===== src/rtl/mem_stage_if.sv =====
// Data-memory request/acknowledge bus between the MEM stage and data memory.
// Latency: n/a (wires only); the stage drives a registered request, memory answers with a one-cycle ack.
// Backpressure: the request is held until memory pulses dm_ack (or the stage abandons it).
// Ports: master = MEM stage (drives request fields), slave = data memory (drives rdata/ack).
interface mem_stage_if;
  logic        dm_req;
  logic        dm_we;
  logic [63:0] dm_addr;
  logic [63:0] dm_wdata;
  logic [7:0]  dm_be;
  logic [63:0] dm_rdata;
  logic        dm_ack;

  modport master (
    output dm_req, dm_we, dm_addr, dm_wdata, dm_be,
    input  dm_rdata, dm_ack
  );

  modport slave (
    input  dm_req, dm_we, dm_addr, dm_wdata, dm_be,
    output dm_rdata, dm_ack
  );
endinterface


===== src/rtl/mem_stage.sv =====
// Pipeline MEM stage: runs load/store transactions on the data-memory bus and registers MEM/WB results.
// Latency: non-memory ops 1 cycle; memory ops 2 cycles minimum plus one per cycle without dm_ack.
// Backpressure: mem_stall holds upstream while a request is outstanding; the request is abandoned after MAX_WAIT cycles.
// Ports: clk/reset (async, active-low); ex_* EX/MEM register inputs; dm (mem_stage_if.master) memory bus;
//        mem_stall to upstream; wb_* registered MEM/WB outputs; mem_err sticky timeout flag.
// Option: define MEM_BYTE_ACCESS_EN to honour ex_byte (single-byte lanes); otherwise every access is a doubleword.
module mem_stage #(
  parameter int unsigned MAX_WAIT = 255
) (
  input  logic        clk,
  input  logic        reset,
  input  logic        ex_valid,
  input  logic [63:0] ex_alu_result,
  input  logic [63:0] ex_store_data,
  input  logic        ex_mem_read,
  input  logic        ex_mem_write,
  input  logic        ex_byte,
  input  logic        ex_mem_to_reg,
  input  logic        ex_reg_write,
  input  logic [4:0]  ex_rd,
  mem_stage_if.master dm,
  output logic        mem_stall,
  output logic        wb_valid,
  output logic        wb_reg_write,
  output logic [4:0]  wb_rd,
  output logic [63:0] wb_data,
  output logic        mem_err
);

  typedef enum logic [0:0] {IDLE, REQ} state_t;

  // Counter value in the last REQ cycle allowed before the access is abandoned.
  localparam logic [7:0] LAST_CNT = 8'(MAX_WAIT - 1);

  state_t      state_q, state_d;
  logic [7:0]  wait_cnt_q;
  logic        req_q, we_q;
  logic [63:0] addr_q, wdata_q;
  logic [7:0]  be_q;
  logic        mem_op, ack, timeout, stall_raw, rd_ok;
  logic [63:0] addr_d, wdata_d, load_data;
  logic [7:0]  be_d;

  assign dm.dm_req   = req_q;
  assign dm.dm_we    = we_q;
  assign dm.dm_addr  = addr_q;
  assign dm.dm_wdata = wdata_q;
  assign dm.dm_be    = be_q;

  assign mem_op = ex_valid & (ex_mem_read | ex_mem_write);
  assign rd_ok  = (ex_rd != 5'd31);   // XZR never gets written

  // Request fields and load-data extraction depend on the access-size option.
`ifdef MEM_BYTE_ACCESS_EN
  logic byte_q;

  always_comb begin
    addr_d  = {ex_alu_result[63:3], 3'b000};
    be_d    = 8'hFF;
    wdata_d = ex_store_data;
    if (ex_byte) begin
      addr_d  = ex_alu_result;
      be_d    = 8'h01 << ex_alu_result[2:0];
      wdata_d = {8{ex_store_data[7:0]}};
    end
  end

  always_comb begin
    load_data = dm.dm_rdata;
    if (byte_q) load_data = {56'h0, dm.dm_rdata[{addr_q[2:0], 3'b000} +: 8]};
  end
`else
  logic byte_unused;
  assign byte_unused = ex_byte;

  always_comb begin
    addr_d    = {ex_alu_result[63:3], 3'b000};
    be_d      = 8'hFF;
    wdata_d   = ex_store_data;
    load_data = dm.dm_rdata;
  end
`endif

  // Next state and stall. An ack in the final REQ cycle wins over the timeout.
  always_comb begin
    state_d   = state_q;
    stall_raw = 1'b0;
    ack       = 1'b0;
    timeout   = 1'b0;
    case (state_q)
      IDLE: begin
        if (mem_op) begin
          state_d   = REQ;
          stall_raw = 1'b1;
        end
      end
      REQ: begin
        ack       = dm.dm_ack;
        timeout   = ~dm.dm_ack & (wait_cnt_q == LAST_CNT);
        stall_raw = ~(ack | timeout);
        if (ack | timeout) state_d = IDLE;
      end
      default: state_d = IDLE;
    endcase
  end

  // Upstream must never be frozen while the core is held in reset.
  assign mem_stall = stall_raw & reset;

  always_ff @(posedge clk or negedge reset) begin
    if (!reset) begin
      state_q      <= IDLE;
      wait_cnt_q   <= 8'd0;
      req_q        <= 1'b0;
      we_q         <= 1'b0;
      addr_q       <= 64'h0;
      wdata_q      <= 64'h0;
      be_q         <= 8'h0;
      wb_valid     <= 1'b0;
      wb_reg_write <= 1'b0;
      wb_rd        <= 5'd0;
      wb_data      <= 64'h0;
      mem_err      <= 1'b0;
`ifdef MEM_BYTE_ACCESS_EN
      byte_q       <= 1'b0;
`endif
    end else begin
      state_q <= state_d;
      case (state_q)
        IDLE: begin
          // Memory ops leave a bubble here; the real result lands when the ack arrives.
          wb_valid     <= ex_valid & ~mem_op;
          wb_reg_write <= ex_valid & ~mem_op & ex_reg_write & rd_ok;
          wb_rd        <= ex_rd;
          wb_data      <= ex_alu_result;
          if (mem_op) begin
            req_q      <= 1'b1;
            we_q       <= ex_mem_write;   // read+write together is a store
            addr_q     <= addr_d;
            wdata_q    <= wdata_d;
            be_q       <= be_d;
            wait_cnt_q <= 8'd0;
`ifdef MEM_BYTE_ACCESS_EN
            byte_q     <= ex_byte;
`endif
          end
        end
        REQ: begin
          if (ack) begin
            // EX/MEM was held during the wait, so ex_* still describe this op.
            wb_valid     <= 1'b1;
            wb_reg_write <= ex_valid & ex_reg_write & rd_ok;
            wb_rd        <= ex_rd;
            wb_data      <= ex_mem_to_reg ? load_data : ex_alu_result;
            req_q        <= 1'b0;
            wait_cnt_q   <= 8'd0;
          end else if (timeout) begin
            wb_valid     <= 1'b0;
            wb_reg_write <= 1'b0;
            req_q        <= 1'b0;
            mem_err      <= 1'b1;
            wait_cnt_q   <= 8'd0;
          end else begin
            wb_valid     <= 1'b0;
            wb_reg_write <= 1'b0;
            wait_cnt_q   <= wait_cnt_q + 8'd1;
          end
        end
        default: ;
      endcase
    end
  end

endmodule


===== src/flat_wrapper.sv =====
// flat-port wrapper written by rule: the top's interface ports become plain ports
module mem_stage_flat 
#(
  parameter int unsigned MAX_WAIT = 255
)
  (clk, reset, ex_valid, ex_alu_result, ex_store_data, ex_mem_read, ex_mem_write, ex_byte, ex_mem_to_reg, ex_reg_write, ex_rd, mem_stall, wb_valid, wb_reg_write, wb_rd, wb_data, mem_err, dm_dm_req, dm_dm_we, dm_dm_addr, dm_dm_wdata, dm_dm_be, dm_dm_rdata, dm_dm_ack);
  mem_stage_if dm_i ();
  input  logic clk;
  input  logic reset;
  input  logic ex_valid;
  input  logic [63:0] ex_alu_result;
  input  logic [63:0] ex_store_data;
  input  logic ex_mem_read;
  input  logic ex_mem_write;
  input  logic ex_byte;
  input  logic ex_mem_to_reg;
  input  logic ex_reg_write;
  input  logic [4:0] ex_rd;
  output logic mem_stall;
  output logic wb_valid;
  output logic wb_reg_write;
  output logic [4:0] wb_rd;
  output logic [63:0] wb_data;
  output logic mem_err;
  output wire logic [$bits(dm_i.dm_req)-1:0] dm_dm_req;
  output wire logic [$bits(dm_i.dm_we)-1:0] dm_dm_we;
  output wire logic [$bits(dm_i.dm_addr)-1:0] dm_dm_addr;
  output wire logic [$bits(dm_i.dm_wdata)-1:0] dm_dm_wdata;
  output wire logic [$bits(dm_i.dm_be)-1:0] dm_dm_be;
  input wire logic [$bits(dm_i.dm_rdata)-1:0] dm_dm_rdata;
  input wire logic [$bits(dm_i.dm_ack)-1:0] dm_dm_ack;
  assign dm_dm_req = dm_i.dm_req;
  assign dm_dm_we = dm_i.dm_we;
  assign dm_dm_addr = dm_i.dm_addr;
  assign dm_dm_wdata = dm_i.dm_wdata;
  assign dm_dm_be = dm_i.dm_be;
  assign dm_i.dm_rdata = dm_dm_rdata;
  assign dm_i.dm_ack = dm_dm_ack;
  mem_stage #(.MAX_WAIT(MAX_WAIT)) u_core (.clk(clk), .reset(reset), .ex_valid(ex_valid), .ex_alu_result(ex_alu_result), .ex_store_data(ex_store_data), .ex_mem_read(ex_mem_read), .ex_mem_write(ex_mem_write), .ex_byte(ex_byte), .ex_mem_to_reg(ex_mem_to_reg), .ex_reg_write(ex_reg_write), .ex_rd(ex_rd), .dm(dm_i), .mem_stall(mem_stall), .wb_valid(wb_valid), .wb_reg_write(wb_reg_write), .wb_rd(wb_rd), .wb_data(wb_data), .mem_err(mem_err));
endmodule

===== config.mk =====
export PLATFORM = sky130hd
export DESIGN_NAME = mem_stage_flat
export DESIGN_NICKNAME = d
export VERILOG_FILES = /design/src/rtl/mem_stage_if.sv /design/src/rtl/mem_stage.sv /design/src/flat_wrapper.sv
export SDC_FILE = /design/constraint.sdc
export NUM_CORES = 1
export LEC_CHECK = 0
export CORE_AREA = 2 2 163 165
export CTS_CLUSTER_DIAMETER = 30
export CTS_CLUSTER_SIZE = 20
export DETAILED_ROUTE_END_ITERATION = 8
export DIE_AREA = 0 0 165 167
export HOLD_SLACK_MARGIN = 0.08
export PLACE_DENSITY = 0.7
export SYNTH_ARGS = -nofsm -noshare
export SYNTH_HDL_FRONTEND = slang
export SYNTH_SLANG_ARGS = --single-unit

===== constraint.sdc =====
create_clock -name clk -period 1.79 [get_ports clk]
set_clock_uncertainty 0.1 [all_clocks]
set_input_delay 0.179 -clock clk [delete_from_list [all_inputs] [get_ports clk]]
set_output_delay 0.179 -clock clk [all_outputs]
set_load 0.01 [all_outputs]

Yosys cells after proc, flatten, opt, wreduce, memory -nomap -nowiden
Index checks and enable logic that the tools add are counted.
{"block": "word_totals", "wordCells": 59, "out_inout_bits": 211, "ff_bits": 209}
{"block": "classes", "addsub": 1, "n_reduce_logical": 3, "eq_ne": 5, "muxes": 23, "bitwise": 15}
{"cell": "2-to-1 mux 64 bit", "n": 2}
{"cell": "one-hot mux 64 bit (2 select lines)", "n": 1}
{"cell": "2-to-1 mux 8 bit", "n": 3}
{"cell": "one-hot mux 8 bit (2 select lines)", "n": 1}
{"cell": "one-hot mux 1 bit (2 select lines)", "n": 5}
{"cell": "one-hot mux 5 bit (2 select lines)", "n": 1}
{"cell": "2-to-1 mux 1 bit", "n": 9}
{"cell": "adder 8 x 1 -> 8 bit (second input constant)", "n": 1}
{"cell": "AND 1 bit", "n": 8}
{"cell": "equality test 8 bit (second input constant)", "n": 1}
{"cell": "2-to-1 mux 5 bit", "n": 1}
{"cell": "!= test 5 bit (second input constant)", "n": 1}
{"cell": "inverter 1 bit", "n": 5}
{"cell": "AND reduction 2 bit", "n": 2}
{"cell": "!= test 3 bit (second input constant)", "n": 1}
{"cell": "AND reduction 3 bit", "n": 1}
{"cell": "!= test 2 x 1 -> 1 bit (second input constant)", "n": 1}
{"cell": "!= test 2 bit (second input constant)", "n": 1}
{"cell": "bitwise OR 1 bit", "n": 2}

Depth between registers and ports, before layout
Gate-level depths: netlist of the first run.
{"block": "depth", "depth_word": 7, "depth_mapped": 7, "depth_no_buf": 6}

Least setup slack after synthesis of the first run
No wires, ideal clock.
{"block": "synth_timing", "path_type": "register to register", "startpoint": "register u_core.state_q", "endpoint": "register u_core.wdata_q[0] (netlist: u_core.dm.dm_wdata[0])", "synth_period_minus_slack_ns": 1.568, "setup_ns": 0.125, "path_stages_with_launch": 7, "setup_slack_ns": 0.222, "arrival_ns": 1.343, "cell_sequence": "dfrtp_1 > buf_2 > nand2b_4 > nor2b_4 > buf_6 > buf_6 > mux2_4"}
{"block": "synth_between", "elab_chain_len": 2}
{"element": "from (decl)", "line_no": "mem_stage.sv:35", "source": "state_t state_q, state_d;"}
{"element": "from (signal assigned)", "line_no": "mem_stage.sv:128", "source": "state_q <= state_d;"}
{"element": "inverter 1 bit (no line)"}
{"element": "AND reduction 2 bit (no line)"}
{"element": "to (signal assigned)", "line_no": "mem_stage.sv:140", "source": "wdata_q <= wdata_d;"}
{"element": "to (decl)", "line_no": "mem_stage.sv:38", "source": "logic [63:0] addr_q, wdata_q;"}
No other way between the ends.
A chain may end at the register's enable or synchronous reset.

Worst setup path in the final report of the first run
{"block": "layout_timing", "startpoint": "register u_core.wait_cnt_q[0]", "endpoint": "output port mem_stall"}
{"block": "layout_between", "elab_chain_len": 6}
{"element": "from (decl)", "line_no": "mem_stage.sv:36", "source": "logic [7:0] wait_cnt_q;"}
{"element": "from (signal assigned)", "line_no": "mem_stage.sv:166", "source": "wait_cnt_q <= wait_cnt_q + 8'd1;"}
{"element": "equality test 8 bit", "line_no": "mem_stage.sv:99", "source": "timeout = ~dm.dm_ack & (wait_cnt_q == LAST_CNT);"}
{"element": "AND 1 bit", "line_no": "mem_stage.sv:99"}
{"element": "bitwise OR 1 bit", "line_no": "mem_stage.sv:100", "source": "stall_raw = ~(ack | timeout);"}
{"element": "inverter 1 bit", "line_no": "mem_stage.sv:100"}
{"element": "one-hot mux 1 bit (2 select lines)", "line_no": "mem_stage.sv:90", "source": "case (state_q)"}
{"element": "named net u_core.stall_raw", "line_no": "mem_stage.sv:40", "source": "logic mem_op, ack, timeout, stall_raw, rd_ok;"}
{"element": "AND 1 bit", "line_no": "mem_stage.sv:108", "source": "assign mem_stall = stall_raw & reset;"}
{"element": "to (decl)", "line_no": "flat_wrapper.sv:19", "source": "output logic mem_stall;"}
The timed path passes the listed nets, and every way through them passes these cells.

==> results of run 1 <==
==> kinds of logic after synthesis <==
group	count (synthesis)
AO/OA/AOI/OAI	82
other	1
multiplexers	195
flip-flops	209
buffers and inverters	48
AND/OR/NAND/NOR	94
adder cells (fa/ha/maj)	2
XOR/XNOR	5
==> flip-flops by register name (all words and copies together), names as in the netlist <==
register / flops
u_core.wb_data: 64
u_core.dm.dm_we: 1
u_core.dm.dm_req: 1
u_core.dm.dm_be: 1
u_core.wait_cnt_q: 8
u_core.dm.dm_wdata: 64
u_core.wb_rd: 5
u_core.dm.dm_addr: 61
u_core.wb_valid: 1
u_core.wb_reg_write: 1
u_core.mem_err: 1
u_core.state_q: 1
==> layout make-up <==
type | instances | area share [%]
clock buffers | 71 | 9.65
flip-flops and latches | 209 | 32.9
clock inverters | 27 | 2.74
repair buffers | 469 | 30.1
well taps | 335 | 2.63
inverters | 1 | 0.0236
diodes | 1 | 0.0157
multi-input cells | 381 | 21.9
==> cell usage in the layout, fill, tap and decap left out, drive strengths merged, types with 2 or more instances in the layout <==
master | synthesis | layout
a21o | 2 | 2
and3 | 3 | 3
buf | 40 | 57
bufinv | 0 | 11
clkbuf | 7 | 72
clkdlybuf4s50 | 0 | 388
clkinv | 0 | 16
conb | 1 | 3
dfrtp | 209 | 209
dlygate4sd2 | 0 | 6
dlymetal6s2s | 0 | 16
ha | 2 | 2
mux2 | 131 | 131
mux2i | 64 | 64
nand2 | 70 | 70
nand2b | 3 | 3
nand3 | 3 | 3
nor2 | 8 | 8
nor2b | 2 | 2
o2111ai | 2 | 2
o21a | 2 | 2
o21ai | 71 | 71
xor2 | 5 | 5
==> timing repair <==
item,CTS,global route
setup buffers,13,3
hold buffers,1,0
resized for setup,22,25
hold endpoints to repair,209,0
setup endpoints to repair,12,22
pin swaps,4,2
==> path summary, 6_finish.rpt <==
| check | start | endpoint | slack (ns) |
|---|---|---|---|
| worst max-delay path | u_core.wait_cnt_q[0] | mem_stall | -0.15 |
| worst min-delay path | ex_rd[3] | u_core.wb_reg_write | 0.15 |
| worst max register to register | u_core.wait_cnt_q[0] | u_core.wait_cnt_q[4] | 0.02 |
| worst min register to register | u_core.mem_err | u_core.mem_err | 0.36 |
| max in group asynchronous | reset | u_core.dm.dm_be[0] | 0.83 |
| min in group asynchronous | reset | u_core.wait_cnt_q[4] | 0.28 |
==> metrics by stage <==
stage                     total power [W]  utilization, %
final                              0.0238            61.8
after global routing               0.0249            61.7
after CTS                          0.0241            61.4
after detailed placement           0.0135            53.3
after global placement             0.0133            53.3
after floorplan                   0.00950               -
==> per-layer routing <==
metal	part of all wire (%)	up-vias
met1	39	3344
li1	-	3187
met5	0	-
met4	3.6	0
met3	6.7	71
met2	50	266
==> where the power goes <==
group / switching (W) / total [W] / internal (W)
Sequential: 0.000754 / 0.00679 / 0.00604
Combinational: 0.00243 / 0.00667 / 0.00424
Clock: 0.00286 / 0.0104 / 0.00752
==> impl_metrics.tcl, run 1 <==
set metrics [dict create \
    cp.arrival_ns 1.66 \
    fmax_mhz 515 \
    setup_violations 1 \
    crit_path_cell_trace "inv_1, ha_2, nand3_4, o21bai_4, a21oi_2, and2_4, buf_6" \
    synth_top_family_by_area "multiplexers" \
    synth-edff-count 0 \
    syn-cell-area_um2 8980 \
    tightest_slew_ns 0.608 \
    grt_overflow 0 \
    tns_ns -0.151 \
    core_um2 25800 \
    insertion_delay_ns 0.53 \
    run_status "finished, violations left" \
    dpl_cell_area_um2 13700 \
    cp_top_family "flip-flops" \
    critPathKind "register to output port" \
    synth_compound_area_share_pct 4.96 \
    cp.required_ns 1.51 \
    grtUsageTotal_pct 20.3 \
    dp.cells 1380 \
    yosys-mux-area-fraction_pct 27.6 \
    drt-vias-per-instance 4.60 \
    cts_buffers 52 \
    fin_hold_ws_ns 0.151 \
    stdcell_count 1494 \
    grt_use_met2_pct 34.3 \
    finalWirelength_mm 28.3 \
    dieArea_um2 27600 \
    vias 6868 \
    antenna_left 0 \
    post_drt_wl_per_cell_um 18.9 \
    floorplan.initialDensity_pct 34.8 \
    critPathCaptureType "output port" \
    cts_tree "done" \
    synth-seq-cells 209 \
    cp.depth 7 \
    crit_buf_inv 2 \
    p_leak_nw 7.35 \
    grt_first_pass_wirelength_mm 42.8 \
    clock_path_buffers 3 \
    synth-simple-area-share_pct 4.66 \
    grt_max_degree 106 \
    fillerInstances 2015 \
    fin_crit_sh_pct 108 \
    drtPass1Iterations 4 \
    critPathSlowestCell "dfrtp_1" \
    post-synth-top-count-cell "dfrtp_1" \
    io_buffers 412 \
    powerDensity_nw_per_um2 1500 \
    grt.busiest_layer "met2" \
    rsz0062_at_grt "yes" \
    synth_commonest_cells "dfrtp_1, mux2_4, o21ai_0, nand2_1, mux2i_1" \
    clockRootBuffer "clkbuf_16" \
    ys_types 36 \
    period_minus_slack_ns 1.94 \
    grt_pass1_vias 7485 \
    crit_fanout 2 \
    synth-xor-area-share_pct 0.488 \
    clk_pin_slew_ns 0.04 \
    multi_input_area_um2 3480 \
    reg2reg_depth 9 \
    synth_top_cell_by_area "dfrtp_1" \
    io_pins 417 \
    die_w_um 165 \
    seq_area_um2 5230 \
    synth_cells 636 \
    netlist.area_leader.share_pct 58.3 \
    synth.area.top_cells "dfrtp_1, mux2_4, mux2i_1" \
    synth_warnings 0 \
    areaGrowthSynthToFinish_pct 77.3 \
    startpoint_type "register" \
    ys.flop_type "dfrtp_1" \
    rows 59 \
    dpl.hpwl_mm 20.2 \
    drc 0 \
    violations "setup timing" \
    hold_path.class "input pin to register" \
    htree_levels 2 \
    drive_gt1_share_pct 25.7 \
    place_congestion 0.812 \
    hold_path_depth 2 \
    antenna_found_initial 1 \
    synthAdderAreaFrac_pct 0.279 \
    drt_iter0_drc 337 \
    async_flop_share_pct 100 \
    met1_usage_pct 24.2 \
    max_cap_viol_count 0 \
    max_slew_margin_pct 59.5 \
    hold_violations 0 \
    grt_use_met3_pct 5.33 \
    fin_area_um2 15900 \
    cp_slowest_stage_delay_ns 0.37 \
    ir_drop_mv 0.945 \
    dp_slack_ns -0.340 \
    cts.sinks 209 \
    dieHeight_um 167 \
    ys_seq_area_share_pct 58.3 \
    slew_viol_final 0 \
    syn_area_per_cell_um2 14.1 \
    nets 1322 \
    fin_ws_ns -0.151 \
]
Power figures use the tool's default switching activity.
==> run 2, diff against run 1 <==
--- a/config.mk
+++ b/config.mk
@@ -5,6 +5,7 @@
 export SDC_FILE = /design/constraint.sdc
 export NUM_CORES = 1
 export LEC_CHECK = 0
+export CAP_MARGIN = 30
 export CORE_AREA = 2 2 163 165
 export CTS_CLUSTER_DIAMETER = 30
 export CTS_CLUSTER_SIZE = 20
==> results of run 2 <==
No change in the layout: final DEF, timing and power equal those of run 1.
==> run 3, diff against run 2 <==
--- a/config.mk
+++ b/config.mk
@@ -13,6 +13,7 @@
 export DIE_AREA = 0 0 165 167
 export HOLD_SLACK_MARGIN = 0.08
 export PLACE_DENSITY = 0.7
+export REMOVE_ABC_BUFFERS = 1
 export SYNTH_ARGS = -nofsm -noshare
 export SYNTH_HDL_FRONTEND = slang
 export SYNTH_SLANG_ARGS = --single-unit
==> impl_metrics.tcl, run 3 (synthesis gave the netlist of run 1 again) <==
set metrics [dict create \
    drtPass1Iterations 4 \
    core_um2 25800 \
    dieArea_um2 27600 \
    p_leak_nw 7.15 \
    grt_first_pass_wirelength_mm 42.4 \
    drive_gt1_share_pct 24.6 \
    drt-vias-per-instance 4.63 \
    io_buffers 412 \
    drc 0 \
    grt_pass1_vias 7307 \
    max_cap_viol_count 0 \
    internal_power_w 0.0172 \
    areaGrowthSynthToFinish_pct 74.3 \
    grtUsageTotal_pct 19.9 \
    floorplan.initialDensity_pct 34.8 \
    cts.sinks 209 \
    setup_violations 1 \
    max_slew_margin_pct 62.6 \
    fillerInstances 2026 \
    grt_max_degree 98 \
    clockRootBuffer "clkbuf_16" \
    fmax_mhz 512 \
    highest_layer "met4" \
    violations "setup timing" \
    clock_path_buffers 3 \
    insertion_delay_ns 0.53 \
    place_congestion 0.829 \
    fin_crit_sh_pct 109 \
    tns_ns -0.163 \
    wl_met3_mm 1.93 \
    startpoint_type "register" \
    critPathKind "register to output port" \
    critPathSlowestCell "dfrtp_1" \
    cp_slowest_stage_delay_ns 0.38 \
    die_w_um 165 \
    crit_fanout 2 \
    seq_power_share_pct 29.3 \
    drt_iter0_drc 298 \
    p_sw_share_pct 25.7 \
    p_switching_w 0.00597 \
    slew_viol_final 0 \
    cts_tree "done" \
    wl_met2_mm 13.8 \
    grt_overflow 0 \
    clk_pin_slew_ns 0.04 \
    io_pins 417 \
    nets 1310 \
    hold_path.class "input pin to register" \
    vias 6854 \
    combPwrFrac_pct 28.4 \
    dpl.hpwl_mm 20.3 \
    htree_levels 2 \
    cp.required_ns 1.51 \
    ir_drop_mv 1.06 \
    finalWirelength_mm 27.9 \
    hold_path_depth 3 \
    period_minus_slack_ns 1.95 \
    crit_path_cell_trace "inv_2, ha_4, nand3_4, o21bai_4, a21oi_2, and2_1, buf_2" \
    dieHeight_um 167 \
    fin_util_pct 60.7 \
    hold_violations 0 \
    antenna_left 0 \
    cp.arrival_ns 1.67 \
    wl_met1_mm 11.2 \
    mostFrequentLayoutCells "clkdlybuf4s50_1, dfrtp_1, mux2_4" \
    rsz0062_at_grt "yes" \
    post_drt_wl_per_cell_um 18.8 \
    final_common_cell "clkdlybuf4s50_1" \
    fin_ws_ns -0.163 \
    critPathCaptureType "output port" \
    reg2reg_depth 4 \
    run_status "finished, violations left" \
    tightest_slew_ns 0.560 \
    antenna_found_initial 1 \
    cts_buffers 53 \
    powerDensity_nw_per_um2 1480 \
    clockPowerShare_pct 42.2 \
    rows 59 \
]
==> run 3: routing by layer <==
metal,up-vias,GRT usage [%]
met3,70,5.45
li1,3151,-
met5,-,0
met1,3355,24.0
met2,278,33.3
met4,0,8.20
==> run 3: power by group through the flow <==
stage / clock, W / sequential (W) / combinational [W]
global placement: 0 / 0.00678 / 0.00656
finish: 0.00980 / 0.00680 / 0.00659
CTS: 0.00996 / 0.00680 / 0.00667
floorplan: 0 / 0.00737 / 0.00208
detailed placement: 0 / 0.00682 / 0.00666
global route: 0.0102 / 0.00696 / 0.00695
==> run 3: repair_timing <==
| action | in CTS | in global routing |
|---|---|---|
| setup buffers | 3 | 0 |
| pin swaps | 4 | 2 |
| hold endpoints to repair | 209 | 0 |
| hold buffers | 1 | 0 |
| gates resized for setup | 17 | 16 |
| setup endpoints to repair | 14 | 11 |
==> run 3: final cells by class <==
cell class | count | area, um^2 | share of cell area [%]
Multi-Input combinational cell | 381 | 3480 | 22.2
Timing Repair Buffer | 456 | 4630 | 29.6
Sequential cell | 209 | 5230 | 33.5
Clock buffer | 73 | 1530 | 9.79
Clock inverter | 25 | 340 | 2.18
Antenna cell | 1 | 2.50 | 0.0160
Inverter | 1 | 3.75 | 0.0240
Tap cell | 335 | 419 | 2.68
==> run 3: through the flow <==
stage	hold slack [ns]	instance area (um^2)	setup WS [ns]	cells	power [W]
finish	0.131	15600	-0.163	1481	0.0232
global route	0.144	15600	-0.259	1481	0.0242
CTS	0.109	15600	-0.302	1480	0.0234
detailed placement	0.113	13700	-0.194	1378	0.0135
global placement	0.117	13700	-0.191	1378	0.0133
floorplan	-0.217	8660	-4.09	591	0.00945
==> run 3: worst max-delay path: cells and delay by family, from the launching register on <==
family                     cells  cell delay [ns]
DFF                            1             0.38
AOI/OAI and AO/OA              2             0.22
and+or+nand+nor                2             0.21
buffers and inverters          2             0.20
adders and majority gates      1             0.13
==> run 3: worst paths after layout <==
kind | startpoint | endpoint | slack (ns)
worst max register to register | u_core.state_q | u_core.dm.dm_wdata[13] | 0.05
max in group asynchronous | reset | u_core.dm.dm_be[0] | 0.53
worst max-delay path | u_core.wait_cnt_q[0] | mem_stall | -0.16
min in group asynchronous | reset | u_core.dm.dm_wdata[17] | 0.17
worst min register to register | u_core.wb_data[51] | u_core.wb_data[51] | 0.37
worst min-delay path | ex_reg_write | u_core.wb_reg_write | 0.13
